**src/rtl/mem_arbiter_pkg.sv**
```systemverilog
// Shared widths, memory access sizes/codes, arbiter state encodings and port IDs.
// Pipeline stages import this to decode the arbiter owner field.
package mem_arbiter_pkg;

  localparam int ADDR_W      = 32;
  localparam int WORD_W      = 32;
  localparam int MEM_COUNT_W = 3;
  localparam int MEM_CODE_W  = 3;

  localparam logic [MEM_COUNT_W-1:0] MEM_COUNT_NONE = 3'd0;
  localparam logic [MEM_COUNT_W-1:0] MEM_COUNT_BYTE = 3'd1;
  localparam logic [MEM_COUNT_W-1:0] MEM_COUNT_HALF = 3'd2;
  localparam logic [MEM_COUNT_W-1:0] MEM_COUNT_WORD = 3'd4;

  localparam logic [MEM_CODE_W-1:0] MEM_CODE_NONE          = 3'd0;
  localparam logic [MEM_CODE_W-1:0] MEM_CODE_READ          = 3'd1;
  localparam logic [MEM_CODE_W-1:0] MEM_CODE_WRITE         = 3'd2;
  localparam logic [MEM_CODE_W-1:0] MEM_CODE_MISALIGNED    = 3'd3;
  localparam logic [MEM_CODE_W-1:0] MEM_CODE_OUT_OF_BOUNDS = 3'd4;
  localparam logic [MEM_CODE_W-1:0] MEM_CODE_INVALID       = 3'd5;

  typedef enum logic [1:0] {
    ARB_IDLE  = 2'd0,
    ARB_ISSUE = 2'd1,
    ARB_RESP  = 2'd2
  } arb_state_e;

  typedef enum logic {
    MEM_PORT_D = 1'b0,
    MEM_PORT_F = 1'b1
  } mem_port_e;

  typedef struct packed {
    logic [ADDR_W-1:0]      addr;
    logic [WORD_W-1:0]      wr_data;
    logic                   wr_en;
    logic [MEM_COUNT_W-1:0] count;
  } mem_req_t;

  localparam mem_req_t MEM_REQ_IDLE = '{
    addr:    '0,
    wr_data: '0,
    wr_en:   1'b0,
    count:   MEM_COUNT_NONE
  };

  // Fetches are always full-word reads with no write payload.
  function automatic mem_req_t fetch_req(input logic [ADDR_W-1:0] addr);
    mem_req_t r;
    r         = MEM_REQ_IDLE;
    r.addr    = addr;
    r.count   = MEM_COUNT_WORD;
    return r;
  endfunction

endpackage

```
**src/rtl/mem_arb_priority.sv**
```systemverilog
// Grant selection between load/store (D) and fetch (F) with a starvation guard
// that hands F the grant after STARVE_LIMIT consecutive D wins while F waits.
module mem_arb_priority
  import mem_arbiter_pkg::*;
#(
  parameter int STARVE_LIMIT = 4
) (
  input  logic       clk,
  input  logic       aresetn,
  input  logic       d_valid_i,
  input  logic       f_valid_i,
  input  logic       d_accept_i,
  input  logic       f_accept_i,
  input  arb_state_e state_i,
  output logic       grant_d_o,
  output logic       grant_f_o
);

  localparam int CNT_W = $clog2(STARVE_LIMIT + 1);
  localparam logic [CNT_W-1:0] CNT_LIMIT = CNT_W'(STARVE_LIMIT);

  logic [CNT_W-1:0] starve_cnt_q, starve_cnt_d;
  logic             open_win;

  assign open_win = (state_i == ARB_IDLE) || (state_i == ARB_RESP);

  always_comb begin
    grant_d_o = 1'b0;
    grant_f_o = 1'b0;
    if (open_win) begin
      if (d_valid_i && f_valid_i) begin
        if (starve_cnt_q == CNT_LIMIT) grant_f_o = 1'b1;
        else                           grant_d_o = 1'b1;
      end else if (d_valid_i) begin
        grant_d_o = 1'b1;
      end else if (f_valid_i) begin
        grant_f_o = 1'b1;
      end
    end
  end

  always_comb begin
    starve_cnt_d = starve_cnt_q;
    if (f_accept_i) begin
      starve_cnt_d = '0;
    end else if (d_accept_i && f_valid_i) begin
      if (starve_cnt_q != CNT_LIMIT) starve_cnt_d = starve_cnt_q + CNT_W'(1);
    end else if (open_win && !f_valid_i) begin
      starve_cnt_d = '0;
    end
  end

  always_ff @(posedge clk or negedge aresetn) begin
    if (!aresetn) starve_cnt_q <= '0;
    else          starve_cnt_q <= starve_cnt_d;
  end

endmodule

```
**src/rtl/mem_arbiter.sv**
```systemverilog
// Two-port arbiter sharing one registered-response memory between fetch (F) and load/store (D).
//   state     | meaning
//   ARB_IDLE  | no transaction in flight, accepting
//   ARB_ISSUE | request driven on o_mem_req_*, memory samples at end of cycle
//   ARB_RESP  | memory response routed to owner, next request may be accepted
module mem_arbiter
  import mem_arbiter_pkg::*;
#(
  parameter int STARVE_LIMIT = 4
) (
  input  logic                   clk,
  input  logic                   aresetn,
  input  logic                   i_d_req_valid,
  output logic                   o_d_req_ready,
  input  logic [ADDR_W-1:0]      i_d_req_addr,
  input  logic [WORD_W-1:0]      i_d_req_wr_data,
  input  logic                   i_d_req_wr_en,
  input  logic [MEM_COUNT_W-1:0] i_d_req_count,
  output logic                   o_d_res_valid,
  output logic [WORD_W-1:0]      o_d_res_rd_data,
  output logic [MEM_CODE_W-1:0]  o_d_res_code,
  input  logic                   i_f_req_valid,
  output logic                   o_f_req_ready,
  input  logic [ADDR_W-1:0]      i_f_req_addr,
  output logic                   o_f_res_valid,
  output logic [WORD_W-1:0]      o_f_res_rd_data,
  output logic [MEM_CODE_W-1:0]  o_f_res_code,
  output logic [ADDR_W-1:0]      o_mem_req_addr,
  output logic [WORD_W-1:0]      o_mem_req_wr_data,
  output logic                   o_mem_req_wr_en,
  output logic [MEM_COUNT_W-1:0] o_mem_req_count,
  input  logic [WORD_W-1:0]      i_mem_res_rd_data,
  input  logic [MEM_CODE_W-1:0]  i_mem_res_code
);

  arb_state_e state_q, state_d;
  mem_port_e  owner_q, owner_d;
  mem_req_t   mem_req_q, mem_req_d;
  logic       grant_d, grant_f;
  logic       d_accept, f_accept, accept;

  mem_arb_priority #(
    .STARVE_LIMIT(STARVE_LIMIT)
  ) u_priority (
    .clk       (clk),
    .aresetn   (aresetn),
    .d_valid_i (i_d_req_valid),
    .f_valid_i (i_f_req_valid),
    .d_accept_i(d_accept),
    .f_accept_i(f_accept),
    .state_i   (state_q),
    .grant_d_o (grant_d),
    .grant_f_o (grant_f)
  );

  // Reset forces the ready lines low even though the grant path is combinational.
  assign o_d_req_ready = grant_d & aresetn;
  assign o_f_req_ready = grant_f & aresetn;
  assign d_accept      = i_d_req_valid & o_d_req_ready;
  assign f_accept      = i_f_req_valid & o_f_req_ready;
  assign accept        = d_accept | f_accept;

  always_ff @(posedge clk or negedge aresetn) begin
    if (!aresetn) state_q <= ARB_IDLE;
    else          state_q <= state_d;
  end

  always_comb begin
    state_d = state_q;
    case (state_q)
      ARB_IDLE:  if (accept) state_d = ARB_ISSUE;
      ARB_ISSUE: state_d = ARB_RESP;
      ARB_RESP:  state_d = accept ? ARB_ISSUE : ARB_IDLE;
      default:   state_d = ARB_IDLE;
    endcase
  end

  always_comb begin
    o_d_res_valid   = 1'b0;
    o_d_res_rd_data = '0;
    o_d_res_code    = MEM_CODE_NONE;
    o_f_res_valid   = 1'b0;
    o_f_res_rd_data = '0;
    o_f_res_code    = MEM_CODE_NONE;
    if (state_q == ARB_RESP) begin
      if (owner_q == MEM_PORT_D) begin
        o_d_res_valid   = 1'b1;
        o_d_res_rd_data = i_mem_res_rd_data;
        o_d_res_code    = i_mem_res_code;
      end else begin
        o_f_res_valid   = 1'b1;
        o_f_res_rd_data = i_mem_res_rd_data;
        o_f_res_code    = i_mem_res_code;
      end
    end
  end

  // Request register is non-idle only in the cycle after an accept, i.e. in ARB_ISSUE.
  always_comb begin
    mem_req_d = MEM_REQ_IDLE;
    owner_d   = owner_q;
    if (d_accept) begin
      mem_req_d.addr    = i_d_req_addr;
      mem_req_d.wr_data = i_d_req_wr_data;
      mem_req_d.wr_en   = i_d_req_wr_en;
      mem_req_d.count   = i_d_req_count;
      owner_d           = MEM_PORT_D;
    end else if (f_accept) begin
      mem_req_d = fetch_req(i_f_req_addr);
      owner_d   = MEM_PORT_F;
    end
  end

  always_ff @(posedge clk or negedge aresetn) begin
    if (!aresetn) begin
      mem_req_q <= MEM_REQ_IDLE;
      owner_q   <= MEM_PORT_D;
    end else begin
      mem_req_q <= mem_req_d;
      owner_q   <= owner_d;
    end
  end

  assign o_mem_req_addr    = mem_req_q.addr;
  assign o_mem_req_wr_data = mem_req_q.wr_data;
  assign o_mem_req_wr_en   = mem_req_q.wr_en;
  assign o_mem_req_count   = mem_req_q.count;

endmodule

```
**config.mk**
```make
export PLATFORM = sky130hd
export DESIGN_NAME = mem_arbiter
export DESIGN_NICKNAME = d
export VERILOG_FILES = /design/src/rtl/mem_arbiter_pkg.sv /design/src/rtl/mem_arb_priority.sv /design/src/rtl/mem_arbiter.sv
export SDC_FILE = /design/constraint.sdc
export NUM_CORES = 1
export LEC_CHECK = 0
export CAP_MARGIN = 0
export CORE_AREA = 4 4 108 110
export CTS_CLUSTER_SIZE = 28
export DETAILED_ROUTE_END_ITERATION = 7
export DIE_AREA = 0 0 112 114
export PLACE_DENSITY_LB_ADDON = 0.25
export SETUP_SLACK_MARGIN = 0.3
export SLEW_MARGIN = 0
export SYNTH_ARGS = -nofsm -noshare
export SYNTH_HDL_FRONTEND = slang
export SYNTH_SLANG_ARGS = --single-unit
```
**constraint.sdc**
```tcl
create_clock -name clk -period 2.2 [get_ports clk]
set_input_delay 0.44 -clock clk [delete_from_list [all_inputs] [get_ports clk]]
set_output_delay 0.44 -clock clk [all_outputs]
set_load 0.01 [all_outputs]
```
==> metrics.txt <==
Mapped Nets approximately 400; synthesis-to-finish area growth 114%; max-slew violation count 0; RePlAce Congestion 0.796; DR vias 3215; Die H 114 um; Num CTS Buffers 9; HP Class input pin to async pin; All-Layer GR Usage 18.2%; Routed WL per cell approximately 18 um; clock root buffer clkbuf_8; register area share after synthesis between 60% and 70%; Clock Skew approximately 8.4 ps; final setup margin between 100 and 150 ps; Cells after DPL 670; DRT iter0 DRCs roughly 130; hold slack approximately 370 ps; Slowest-stage cell, CP dfrtp_1; clock-pin slew on the worst setup and hold paths ~70 ps; initial antenna violation count 0; worst path buffer plus inverter count 4; Total Die Area between 10000 and 15000 um^2; Post-DP HPWL between 9000 and 10000 um; Critical Path Start Type register; final net count 701; Final Hold Viols 0; share of the clock period used by the worst path between 90% and 100%; starting density of the core roughly 29%; Cell Count, Final, Fillers Out around 700; status complete, no violations; Final setup violation count 0; P_leak around 3.2 nW; highest clock rate just under 0.5 GHz; Max Root-Sink Buffers 2; Critical R2R Launch state_q[0]$_DFFE_PN0P_; clock tree sinks 74; Post-Syn Instances between 200 and 300; Placement Rows 38; Yosys cell types 23; core area ~11000 um^2; clk_lat worst skew roughly 350 ps; antenna viol nets, final 0; Slew @ Worst Pin 881 ps; Slew HR about 41%; Vias per Instance 4.56; CP Capture Type primary output; global route overflow 0; Antenna diodes 0; CP Data Required Time roughly 1800 ps; worst stage delay on the critical path between 400 and 500 ps; Mean Syn Cell Area approximately 12 um^2; Worst VDD drop around 0.27 mV; layout cells sized above 1 between 20% and 30%; # IOs between 200 and 300; CP max FO 9; Worst Setup SP owner_q$_DFFE_PN0P_; global-route wire length before repair around 18000 um; RSZ-0062 raised after global routing yes; routed wire length about 13000 um; die width 112 um; Crit path max-delay family buffers and inverters; vias in the first global route between 3000 and 4000; critical path, cell by cell inv_2 > nor3b_4 > buf_6 > buf_12 > and2_1 > buf_2; FF+latch count, synth between 70 and 80; pre-CTS setup slack -90.0 ps; Period minus WS final between 2000 and 2500 ps; crit path DAT about 1600 ps; # fillers between 800 and 900; H-tree depth 3; Power Density ~520 nW/um^2; Port Buffers between 200 and 300; largest net degree at the start of global routing 73; TritonRoute pass-1 iters 4; post-route DRC violation count 0; TritonCTS clock tree done; cell area after synthesis 3080 um^2; crit path kind register to primary output; Yosys warnings 0; Power Total around 0.0034 W; max-cap violation count 0
final cells by class:
type	count	area (um^2)	area share [%]
multi-input cells	163	1240	18.8
repair buffers	308	3120	47.2
well taps	140	175	2.65
clock inverters	6	65.1	0.985
flip-flops and latches	74	1850	28.1
clock buffers	10	138	2.08
inverters	4	15.0	0.227
worst register-to-register path, stage by stage, from the launching register on:
cell and delay, ps:
dfrtp_2 460, buf_4 150, buf_6 110, and3b_1 230, buf_4 110, buf_4 90
buf_6 210, nand3_1 140, o21ai_0 170
routing by layer:
layer / up-vias / wire length (um) / track usage (%)
met1: 1553 / 4710 / 19.1
met4: 0 / 249 / 6.09
li1: 1498 / - / -
met5: - / 0 / 0
met2: 146 / 6920 / 33.9
met3: 18 / 972 / 6.37
cell families (layout without fill, tap and decap cells):
| logic type | count (synthesis) | count (layout) | share of synthesized area [%] |
|---|---|---|---|
| fa+ha+maj | 2 | 2 | 0.812 |
| simple gates | 119 | 119 | 24.0 |
| flops | 74 | 74 | 60.1 |
| compound gates | 42 | 42 | 11.2 |
| buf+inv | 24 | 328 | 3.86 |
where the power goes:
group          total, W  leakage [nW]  internal, W  switching (W)
Clock           0.00106         0.103     0.000556       0.000504
Combinational  0.000899          2.08     0.000577       0.000322
Sequential      0.00146         0.996      0.00143      0.0000277
registers in the layout, summed over array words and instances, names as in the netlist:
name	cells
o_mem_req_addr	32
o_mem_req_wr_data	32
o_mem_req_count	3
u_priority.starve_cnt_q	3
state_q	2
o_mem_req_wr_en	1
owner_q	1
stage by stage:
stage / area [um^2] / util [%] / TNS, ps
after CTS: 6310 / 59.0 / 0
after detailed placement: 6060 / 56.6 / -97.5
after global routing: 6600 / 61.7 / 0
final: 6600 / 61.7 / 0
after floorplan: 3080 / - / 0
after global placement: 6060 / 56.6 / -59.8
cells in the final DEF (no fill, tap or decap), drive strengths merged:
cell type / Yosys / routed
and2: 71 / 71
inv: 4 / 5
a21o: 1 / 1
a22o: 32 / 32
clkdlybuf4s50: 0 / 205
nand3b: 1 / 1
o21ai: 5 / 5
a21boi: 1 / 1
or2: 1 / 1
nand3: 2 / 2
nor3b: 2 / 2
and3b: 1 / 1
dlygate4sd3: 0 / 1
dfrtp: 74 / 74
a32oi: 1 / 1
and3: 35 / 35
o21bai: 1 / 1
a21oi: 1 / 1
ha: 2 / 2
clkbuf: 12 / 16
buf: 8 / 96
nand2: 2 / 2
clkinv: 0 / 3
bufinv: 0 / 1
clkinvlp: 0 / 1
nor2b: 3 / 3
nor2: 1 / 1
worst paths after layout:
path | to | slack, ps | cells past startpoint
setup / recovery | o_f_res_rd_data[18] | 130 | 6
min in group clk | state_q[1]$_DFFE_PN0P_ | 470 | 1
setup reg to reg | u_priority.starve_cnt_q[0]$_DFFE_PN0P_ | 440 | 8
hold / removal | o_mem_req_wr_data[4]$_DFF_PN0_ | 370 | 2
hold reg to reg | state_q[1]$_DFFE_PN0P_ | 470 | 1
max in group asynchronous | state_q[0]$_DFFE_PN0P_ | 1200 | 2
cell usage after synthesis:
cell | instances | area (um^2)
and2_1 | 71 | 444
buf_6 | 3 | 33.8
a32oi_1 | 1 | 8.76
a21o_1 | 1 | 7.51
nand2_1 | 2 | 7.51
a22o_1 | 32 | 280
a21oi_2 | 1 | 8.76
nand3_1 | 2 | 10.0
clkbuf_1 | 12 | 45.0
inv_1 | 4 | 15.0
ha_1 | 2 | 25.0
nor2_1 | 1 | 3.75
o21ai_0 | 5 | 25.0
and3b_1 | 1 | 8.76
nand3b_1 | 1 | 7.51
nor3b_1 | 2 | 15.0
a21boi_0 | 1 | 7.51
buf_2 | 5 | 25.0
dfrtp_1 | 74 | 1850
nor2b_1 | 3 | 18.8
o21bai_1 | 1 | 7.51
and3_1 | 35 | 219
or2_2 | 1 | 6.26
repair_timing:
item | in CTS | in global routing
resized for setup | 264 | 142
hold endpoints to repair | 3 | 0
hold buffers | 1 | 0
setup endpoints to repair | 74 | 75
pin swaps | 3 | 41
buffers inserted | 5 | 1
gates cloned | 2 | 10
(Power assumes the default switching activity.)
==> variant: new RTL, config.mk and constraints unchanged <==
Make the reset (`aresetn`) synchronous in 3 clocked blocks.
--- a/src/rtl/mem_arb_priority.sv
+++ b/src/rtl/mem_arb_priority.sv
@@ -50,7 +50,7 @@
     end
   end
 
-  always_ff @(posedge clk or negedge aresetn) begin
+  always_ff @(posedge clk) begin
     if (!aresetn) starve_cnt_q <= '0;
     else          starve_cnt_q <= starve_cnt_d;
   end
--- a/src/rtl/mem_arbiter.sv
+++ b/src/rtl/mem_arbiter.sv
@@ -60,7 +60,7 @@
   assign f_accept      = i_f_req_valid & o_f_req_ready;
   assign accept        = d_accept | f_accept;
 
-  always_ff @(posedge clk or negedge aresetn) begin
+  always_ff @(posedge clk) begin
     if (!aresetn) state_q <= ARB_IDLE;
     else          state_q <= state_d;
   end
@@ -111,7 +111,7 @@
     end
   end
 
-  always_ff @(posedge clk or negedge aresetn) begin
+  always_ff @(posedge clk) begin
     if (!aresetn) begin
       mem_req_q <= MEM_REQ_IDLE;
       owner_q   <= MEM_PORT_D;
Check against the original RTL: differs if aresetn is asserted again (counterexample within 4 cycles, from zero or initial values and one cycle with aresetn low); with aresetn held inactive, the same outputs for 10 cycles.
==> variant against the original RTL <==
Power down 13%; cell area down 5.6%; sequential cell count unchanged; clock skew down 0.0015 ns; synthesized area down 10%; first-iteration DRC count up 38%; setup slack better by 0.11 ns; wire length down 2.3%; sequential power down 3%; sequential share of layout area down 4.2 points; core utilization down 3.5 points; non-clock buffer count unchanged; hold slack better by 0.13 ns; critical endpoint is now o_f_res_rd_data[0].
==> variant: results <==
metrics = {
    "status": {
        "status": "finished clean",
    },
    "worst_hold_path": {
        "worst_hold_path_type": "primary input to flip-flop",
        "hp-start": "i_d_req_valid",
    },
    "clock_network": {
        "numCtsBuffers": 9,
        "clk_path_buf_depth": 2,
        "htreeDepth": 3,
        "insertion_delay_ns": 0.34,
        "cts-root-buf": "clkbuf_8",
        "path_clk_slew_ns": 0.07,
    },
    "logic_synthesis": {
        "synth_cell_type_count": 24,
        "synthXorXnorAreaFrac_pct": 0,
        "synth-compound-area-share_pct": 12.5,
        "synthesis.nets": 399,
        "yosysWarnings": 0,
        "synth_mux_area_share_pct": 0,
        "synthTopCellsByArea": "dfxtp_1, and2_1, a22o_1",
        "ys_top_cells_by_count": "and2_1, dfxtp_1, a22o_1",
        "synth_fa_ha_area_share_pct": 0.904,
        "synthArstFlopShare_pct": 0,
        "synth_seq_area_share_pct": 53.5,
    },
    "placement": {
        "routabilityCongestion": 0.765,
        "portBuffers": 280,
        "hpwlAfterDp_mm": 8.77,
    },
    "final_layout": {
        "drive_above_1_share_pct": 30.7,
        "antennaDiodeCount": 0,
        "layout.nets": 699,
    },
    "worst_setup_path": {
        "arrival_ns": 1.52,
        "cp_slowest_stage_delay_ns": 0.37,
        "worstReg2RegStart": "state_q[0]$_SDFFE_PN0P_",
        "crit_path_max_fanout": 9,
        "cp_top_family": "buffers and inverters",
        "slowest_stage": "dfxtp_4",
        "critPathKind": "flip-flop to primary output",
    },
    "global_routing": {
        "grt_pass1_wl_mm": 17.0,
        "track_usage_pct": 17.2,
        "grt-ovfl-total": 0,
        "grt_start_max_net_pins": 68,
        "antenna_found_initial": 0,
        "grt_pass1_vias": 3235,
    },
    "route": {
        "drt_iter0_markers": 173,
        "routed_wl_mm": 12.6,
        "drtPass1Iterations": 4,
        "via_count": 3068,
    },
    "sta": {
        "tightest_slew_ns": 0.613,
        "skew_ns": 0.00691,
    },
    "power": {
        "ir_worst_vdd_uv": 296,
        "power_leakage_uw": 0.00270,
    },
}
## variant: cell count changes in the layout (fill, tap and decap cells not counted), sizes merged, moves of 2 or more
cell,before,now
clkinv,3,5
and2,71,105
o21a,0,2
dfrtp,74,0
dfxtp,0,74
a21boi,1,4
o21ai,5,0
and3,35,0
inv,5,3
and3b,1,3
## variant: through the flow
step,setup WS (ns),cells,cell area (um^2)
4_1_cts,0.200,692,5840
3_5_place_dp,-0.146,669,5710
3_3_place_gp,-0.156,669,5710
6_report,0.237,703,6230
2_1_floorplan,0.534,258,2770
5_1_grt,0.173,703,6230
## variant: kinds of logic (layout without fill, tap and decap cells)
group | count (synthesis) | after routing
adders and majority gates | 2 | 2
DFF | 74 | 74
buffers and inverters | 22 | 327
AOI/OAI and AO/OA | 40 | 40
and+or+nand+nor | 120 | 120
## variant: layer usage
layer	vias up	GRT usage, %	share of wire, %
li1	1453	-	-
met1	1423	17.9	35
met2	179	32.8	55
met3	13	5.20	8.8
met4	0	5.61	1.3
met5	-	0	0
## variant: repair_timing
item | CTS | global route
gates cloned | 4 | 7
gates resized for setup | 305 | 104
endpoints found under the setup margin | 74 | 74
pin swaps | 9 | 29
hold buffers | 0 | 0
buffers inserted | 3 | 4
## variant: path summary, 6_finish.rpt
kind / slack [ns] / end / cells past startpoint
max: 0.24 / o_f_res_rd_data[0] / 5
min reg2reg: 0.55 / state_q[1]$_SDFFE_PN0P_ / 1
min: 0.50 / state_q[0]$_SDFFE_PN0P_ / 3
max reg2reg: 0.54 / o_mem_req_addr[17]$_SDFF_PN0_ / 6
## variant: layout make-up
| type | count | area [um^2] |
|---|---|---|
| Sequential cell | 74 | 1490 |
| Clock buffer | 10 | 138 |
| Tap cell | 140 | 175 |
| Multi-Input combinational cell | 162 | 1250 |
| Timing Repair Buffer | 308 | 3130 |
| Clock inverter | 6 | 32.5 |
| Inverter | 3 | 11.3 |
| Fill cell | 941 | 4470 |
## variant: where the power goes
group / internal [uW] / leakage [uW] / switching (uW) / total [uW]
sequential: 1400 / 0.000609 / 19.5 / 1420
clock: 429 / 0.0000916 / 478 / 907
combinational: 443 / 0.00200 / 210 / 653
## variant: worst min-delay path: stages
cell,delay (ns)
dlymetal6s2s_1,0.10
buf_4,0.12
o21a_1,0.14
